--- config.mk ---
export PLATFORM = sky130hd
export DESIGN_NAME = image_pkt_uart_tx
export DESIGN_NICKNAME = d
export VERILOG_FILES = /design/src/rtl/image_pkt_uart_tx.sv
export SDC_FILE = /design/constraint.sdc
export NUM_CORES = 1
export LEC_CHECK = 0
export ABC_CLOCK_PERIOD_IN_PS = 2800
export BUFFER_PORTS_ARGS = -buffer_cell sky130_fd_sc_hd__buf_2
export CAP_MARGIN = 5
export CORE_MARGIN = 2
export CORE_UTILIZATION = 29
export CTS_CLUSTER_SIZE = 10
export DETAILED_ROUTE_END_ITERATION = 12
export GPL_ROUTABILITY_DRIVEN = 1
export MAX_ROUTING_LAYER = met4
export PLACE_DENSITY = 0.43
export SETUP_SLACK_MARGIN = 0.05
export SYNTH_ARGS = -nofsm -noshare
export SYNTH_HDL_FRONTEND = slang
export SYNTH_SLANG_ARGS = --single-unit
--- constraint.sdc ---
create_clock -name clk40M -period 2.8 [get_ports clk40M]
set_input_delay 0.14 -clock clk40M [delete_from_list [all_inputs] [get_ports clk40M]]
set_output_delay 0.14 -clock clk40M [all_outputs]
set_load 0.05 [all_outputs]
--- src/rtl/image_pkt_uart_tx.sv ---
// Drains 16-bit pixels from the image FIFO and frames them into UART byte packets:
// 0x55, 0xAA, pixel bytes MSB first, then an 8-bit additive checksum of the payload.
//
// state | meaning
// IDLE  | waiting for enable with FIFO data available
// HDR0  | send header byte 0x55
// HDR1  | send header byte 0xAA
// FETCH | pulse rd when FIFO has data; count starved cycles toward abort
// LATCH | capture fifoOut (one-cycle read latency)
// TX_HI | send pixel[15:8]
// TX_LO | send pixel[7:0]; choose next pixel or checksum
// CSUM  | send accumulated checksum
// DONE  | pulse pktDone
module image_pkt_uart_tx #(
  parameter int PIXELS_PER_PKT = 16,
  parameter int TIMEOUT_CYC    = 4000
) (
  input  logic        clk40M,
  input  logic        nRst,
  input  logic        enable,
  input  logic        empty,
  output logic        rd,
  input  logic [15:0] fifoOut,
  input  logic        txBusy,
  output logic        txStart,
  output logic [7:0]  txData,
  output logic        busy,
  output logic        pktDone,
  output logic        pktAbort
);

  localparam int TW = (TIMEOUT_CYC > 1) ? $clog2(TIMEOUT_CYC) : 1;
  localparam logic [7:0]    PIX_LAST = 8'(PIXELS_PER_PKT - 1);
  localparam logic [TW-1:0] TO_LAST  = TW'(TIMEOUT_CYC - 1);

  typedef enum logic [3:0] {
    IDLE, HDR0, HDR1, FETCH, LATCH, TX_HI, TX_LO, CSUM, DONE
  } state_t;

  state_t        state, state_nxt;
  logic [7:0]    pix_cnt, pix_cnt_nxt;
  logic [7:0]    csum, csum_nxt;
  logic [TW-1:0] to_cnt, to_cnt_nxt;
  logic [15:0]   pixel, pixel_nxt;
  logic          guard, guard_nxt;
  logic [7:0]    tx_data_nxt;
  logic          can_send;

  // guard is high exactly on the txStart cycle, so txBusy is ignored while the UART latches the byte
  assign can_send = !txBusy && !guard;
  assign txStart  = guard;
  assign busy     = (state != IDLE);

  always_ff @(posedge clk40M or negedge nRst) begin
    if (!nRst) begin
      state   <= IDLE;
      pix_cnt <= '0;
      csum    <= '0;
      to_cnt  <= '0;
      pixel   <= '0;
      guard   <= 1'b0;
      txData  <= '0;
    end else begin
      state   <= state_nxt;
      pix_cnt <= pix_cnt_nxt;
      csum    <= csum_nxt;
      to_cnt  <= to_cnt_nxt;
      pixel   <= pixel_nxt;
      guard   <= guard_nxt;
      txData  <= tx_data_nxt;
    end
  end

  always_comb begin
    state_nxt   = state;
    pix_cnt_nxt = pix_cnt;
    csum_nxt    = csum;
    to_cnt_nxt  = to_cnt;
    pixel_nxt   = pixel;
    guard_nxt   = 1'b0;
    tx_data_nxt = txData;
    rd          = 1'b0;
    pktDone     = 1'b0;
    pktAbort    = 1'b0;
    case (state)
      IDLE: begin
        if (enable && !empty) begin
          state_nxt   = HDR0;
          csum_nxt    = '0;
          pix_cnt_nxt = '0;
          to_cnt_nxt  = '0;
        end
      end
      HDR0: begin
        if (can_send) begin
          guard_nxt   = 1'b1;
          tx_data_nxt = 8'h55;
          state_nxt   = HDR1;
        end
      end
      HDR1: begin
        if (can_send) begin
          guard_nxt   = 1'b1;
          tx_data_nxt = 8'hAA;
          state_nxt   = FETCH;
        end
      end
      FETCH: begin
        if (!empty) begin
          rd         = 1'b1;
          to_cnt_nxt = '0;
          state_nxt  = LATCH;
        end else if (to_cnt == TO_LAST) begin
          pktAbort   = 1'b1;
          to_cnt_nxt = '0;
          state_nxt  = IDLE;
        end else begin
          to_cnt_nxt = to_cnt + 1'b1;
        end
      end
      LATCH: begin
        pixel_nxt = fifoOut;
        state_nxt = TX_HI;
      end
      TX_HI: begin
        if (can_send) begin
          guard_nxt   = 1'b1;
          tx_data_nxt = pixel[15:8];
          csum_nxt    = csum + pixel[15:8];
          state_nxt   = TX_LO;
        end
      end
      TX_LO: begin
        if (can_send) begin
          guard_nxt   = 1'b1;
          tx_data_nxt = pixel[7:0];
          csum_nxt    = csum + pixel[7:0];
          if (pix_cnt == PIX_LAST) begin
            state_nxt = CSUM;
          end else begin
            pix_cnt_nxt = pix_cnt + 1'b1;
            state_nxt   = FETCH;
          end
        end
      end
      CSUM: begin
        if (can_send) begin
          guard_nxt   = 1'b1;
          tx_data_nxt = csum;
          state_nxt   = DONE;
        end
      end
      DONE: begin
        pktDone   = 1'b1;
        state_nxt = IDLE;
      end
      default: state_nxt = IDLE;
    endcase
  end

endmodule

==> results.sh <==
export IMPL_post_route_drc_count=0
export IMPL_synthArstFlopShare_pct=100
export IMPL_reg2regPathDepth=12
export IMPL_antenna_cells=0
export IMPL_skew_ns=0.00636
export IMPL_path_class="reg -> reg"
export IMPL_drive_gt1_share_pct=22.7
export IMPL_power_per_cell_area_nw_per_um2=1070
export IMPL_fmax_mhz=391
export IMPL_synth_ff_type="dfrtp_1"
export IMPL_vdd_ir_drop_max_mv=0.372
export IMPL_required_ns=3.00
export IMPL_antenna_left=0
export IMPL_final_setup_tns_ns=0
export IMPL_p_leak_nw=1.79
export IMPL_port_buffers=33
export IMPL_worst_path_max_fanout=7
export IMPL_setup_viol=0
export IMPL_grt_pass1_vias=2757
export IMPL_cts_root_buffer="clkbuf_16"
export IMPL_syn_area_per_cell_um2=9.25
export IMPL_die_area_um2=12200
export IMPL_grt_max_degree=24
export IMPL_cap_violations=0
export IMPL_slew_headroom_pct=26.0
export IMPL_routed_wl_um=8520
export IMPL_synth_area_um2=3290
export IMPL_syn2layout_area_growth_pct=20.5
export IMPL_die_h_um=111
export IMPL_use_met3_pct=4.77
export IMPL_core_area_um2=11000
export IMPL_syn_num_nets=387
export IMPL_cts_tree="built"
export IMPL_end_kind="flip-flop"
export IMPL_clockBufferDepth=2
export IMPL_layout_nets=435
export IMPL_hold_worst_slack_ns=0.0445
export IMPL_slew_viol_final=0
export IMPL_die_x_um=111
export IMPL_met2_usage_pct=23.3
export IMPL_final_min_clock_period_ns=2.56
export IMPL_drt_pass1_iterations=4
export IMPL_startpoint_type="flip-flop"
export IMPL_drtIter0Drc=100
export IMPL_worst_pin_slew_ns=1.11
export IMPL_syn_inst=356
export IMPL_synth_edf_count=0
export IMPL_grt_setup_unrepaired="false"
export IMPL_use_met1_pct=18.8
export IMPL_place_congestion=0.859
export IMPL_critical_path_top_delay_family="simple AND/OR/NAND/NOR gates"
export IMPL_grt_pass1_wl_um=14300
export IMPL_vias=2765
export IMPL_antenna_found_initial=0
export IMPL_path_clk_slew_ns=0.05
export IMPL_via_per_inst=5.06
export IMPL_hold_viol=0
export IMPL_crit_buf_inv=2
export IMPL_seq_area_um2=1430
export IMPL_crit_chain="nor4bb_2 -> buf_4 -> nand2_1 -> nand2_1 -> ha_1 -> inv_1 -> fa_1 -> nor2b_1 -> o21ai_0 -> a21boi_1 -> or4_1 -> nand3_1"
export IMPL_synth_distinct_cells=53
export IMPL_htreeDepth=3
export IMPL_cp_depth=12
export IMPL_multi_input_area_um2=1770
export IMPL_wl_per_cell_um=15.6
export IMPL_crit_top_cell="nand2_1"
export IMPL_io_pin_count=34
export IMPL_yosysWarningCount=0
export IMPL_synth_seq_cells=57
export IMPL_rows=38
export IMPL_grt_overflow_total=0
export IMPL_start_util_pct=30.0
export IMPL_fill_cells=1122
export IMPL_seq_area_frac_synth_pct=43.3
export IMPL_hp_class="in -> reg"
export IMPL_gr_max_usage_layer="met2"
export IMPL_holdPathStages=2
export IMPL_numCtsBuffers=9
export IMPL_gr_usage_all_layers_pct=15.2
export IMPL_period_share_pct=91.3
export IMPL_arrival_ns=2.76
export IMPL_clk_latency_ns=0.32
export IMPL_critPathMaxStageDelay_ns=0.43
export IMPL_cts_sinks=57
export IMPL_hpwl_um=6320
export IMPL_crit_slowest_cell="dfrtp_1"
export IMPL_run_status="finished clean"
-- Yosys cell counts, types with 2 or more instances --
cell	count	share of area, %
nor2b_1	5	0.95
inv_1	12	1.4
mux2i_1	5	1.5
a221oi_1	2	0.53
o211ai_1	4	0.91
ha_1	9	3.4
nand4_1	5	0.95
a22o_1	3	0.80
nor2_1	24	2.7
clkbuf_1	7	0.80
and3_1	6	1.1
and2b_1	2	0.46
o221ai_1	2	0.53
nand3_1	11	1.7
or2_2	3	0.57
mux2_2	19	6.5
buf_2	3	0.46
nand2b_1	8	1.5
xor2_1	6	1.6
and2_1	2	0.38
a211oi_1	4	0.91
dfrtp_1	57	43
xnor2_1	5	1.3
o31ai_1	3	0.68
o21ai_0	38	5.8
nor4_1	3	0.57
a21oi_1	13	2.0
a211o_1	2	0.53
nor3_1	4	0.61
nor3b_1	2	0.46
or3_1	5	0.95
a21boi_0	2	0.46
o22ai_1	3	0.57
nand2_1	58	6.6
-- registers in the layout (all words and copies together), names as in the netlist --
name	count
txData	8
pix_cnt	8
pixel	16
csum	8
txStart	1
to_cnt	12
state	4
-- stage by stage --
stage | power [W] | utilization [%] | instances | setup WS, ns | cell area (um2)
after floorplan | 0.00275 | - | 356 | 0.189 | 3300
after global placement | 0.00331 | 33.7 | 532 | 0.285 | 3700
after detailed placement | 0.00332 | 33.7 | 532 | 0.199 | 3700
after CTS | 0.00431 | 36.1 | 546 | 0.170 | 3960
after global routing | 0.00460 | 36.1 | 546 | 0.0636 | 3970
final | 0.00426 | 36.1 | 546 | 0.243 | 3970
-- power by group --
group	switching (W)	total [W]	leakage (nW)	internal, W
Clock	0.000352	0.000957	0.124	0.000605
Sequential	0.000242	0.00134	0.742	0.00110
Combinational	0.00119	0.00196	0.924	0.000771
-- final cells by class --
class | instances | share of cell area (%)
inverter | 12 | 1.14
clock buffer | 12 | 6.21
multi-input combinational | 274 | 44.7
timing repair buffer | 50 | 7.44
clock inverter | 1 | 0.126
tap | 140 | 4.42
sequential | 57 | 36.0
-- final timing paths --
| kind | to | slack [ns] | from |
|---|---|---|---|
| setup / recovery | csum[6] | 0.24 | state[0] |
| hold / removal | pixel[15] | 0.04 | fifoOut[15] |
| setup reg to reg | csum[6] | 0.24 | state[0] |
| hold reg to reg | txData[7] | 0.47 | txData[7] |
| max in group asynchronous | pixel[6] | 1.76 | nRst |
| min in group asynchronous | pix_cnt[4] | 0.33 | nRst |
-- cell usage in the layout, fill, tap and decap left out, drive strengths merged, types with 4 or more instances in the layout --
master and instances:
a211oi 4, a21oi 13, and3 6, buf 49
clkbuf 12, dfrtp 57, ha 9, inv 12
mux2 19, mux2i 5, nand2 58, nand2b 8
nand3 11, nand4 5, nor2 24, nor2b 5
nor3 5, nor4 4, o211ai 4, o21ai 39
or3 5, xnor2 5, xor2 6
-- timing repair --
action	in CTS	in global routing
setup endpoints to repair	0	2
hold endpoints to repair	18	0
gates resized for setup	0	2
hold buffers	1	0
buffers inserted	0	0
-- layer usage --
metal  vias up  part of all wire [%]
met4         0                   2.8
met3        17                   4.2
met1      1320                    46
met5         -                     0
met2        66                    47
li1       1362                     -
-- cell families after synthesis --
family | Yosys count | share of synthesized area, %
adder cells (fa/ha/maj) | 10 | 4.03
buffers and inverters | 25 | 3.34
multiplexers | 24 | 8.02
AND/OR/NAND/NOR | 148 | 23.2
XOR/XNOR | 11 | 2.93
AO/OA/AOI/OAI | 81 | 15.2
flip-flops | 57 | 43.3
(Power assumes the default switching activity.)
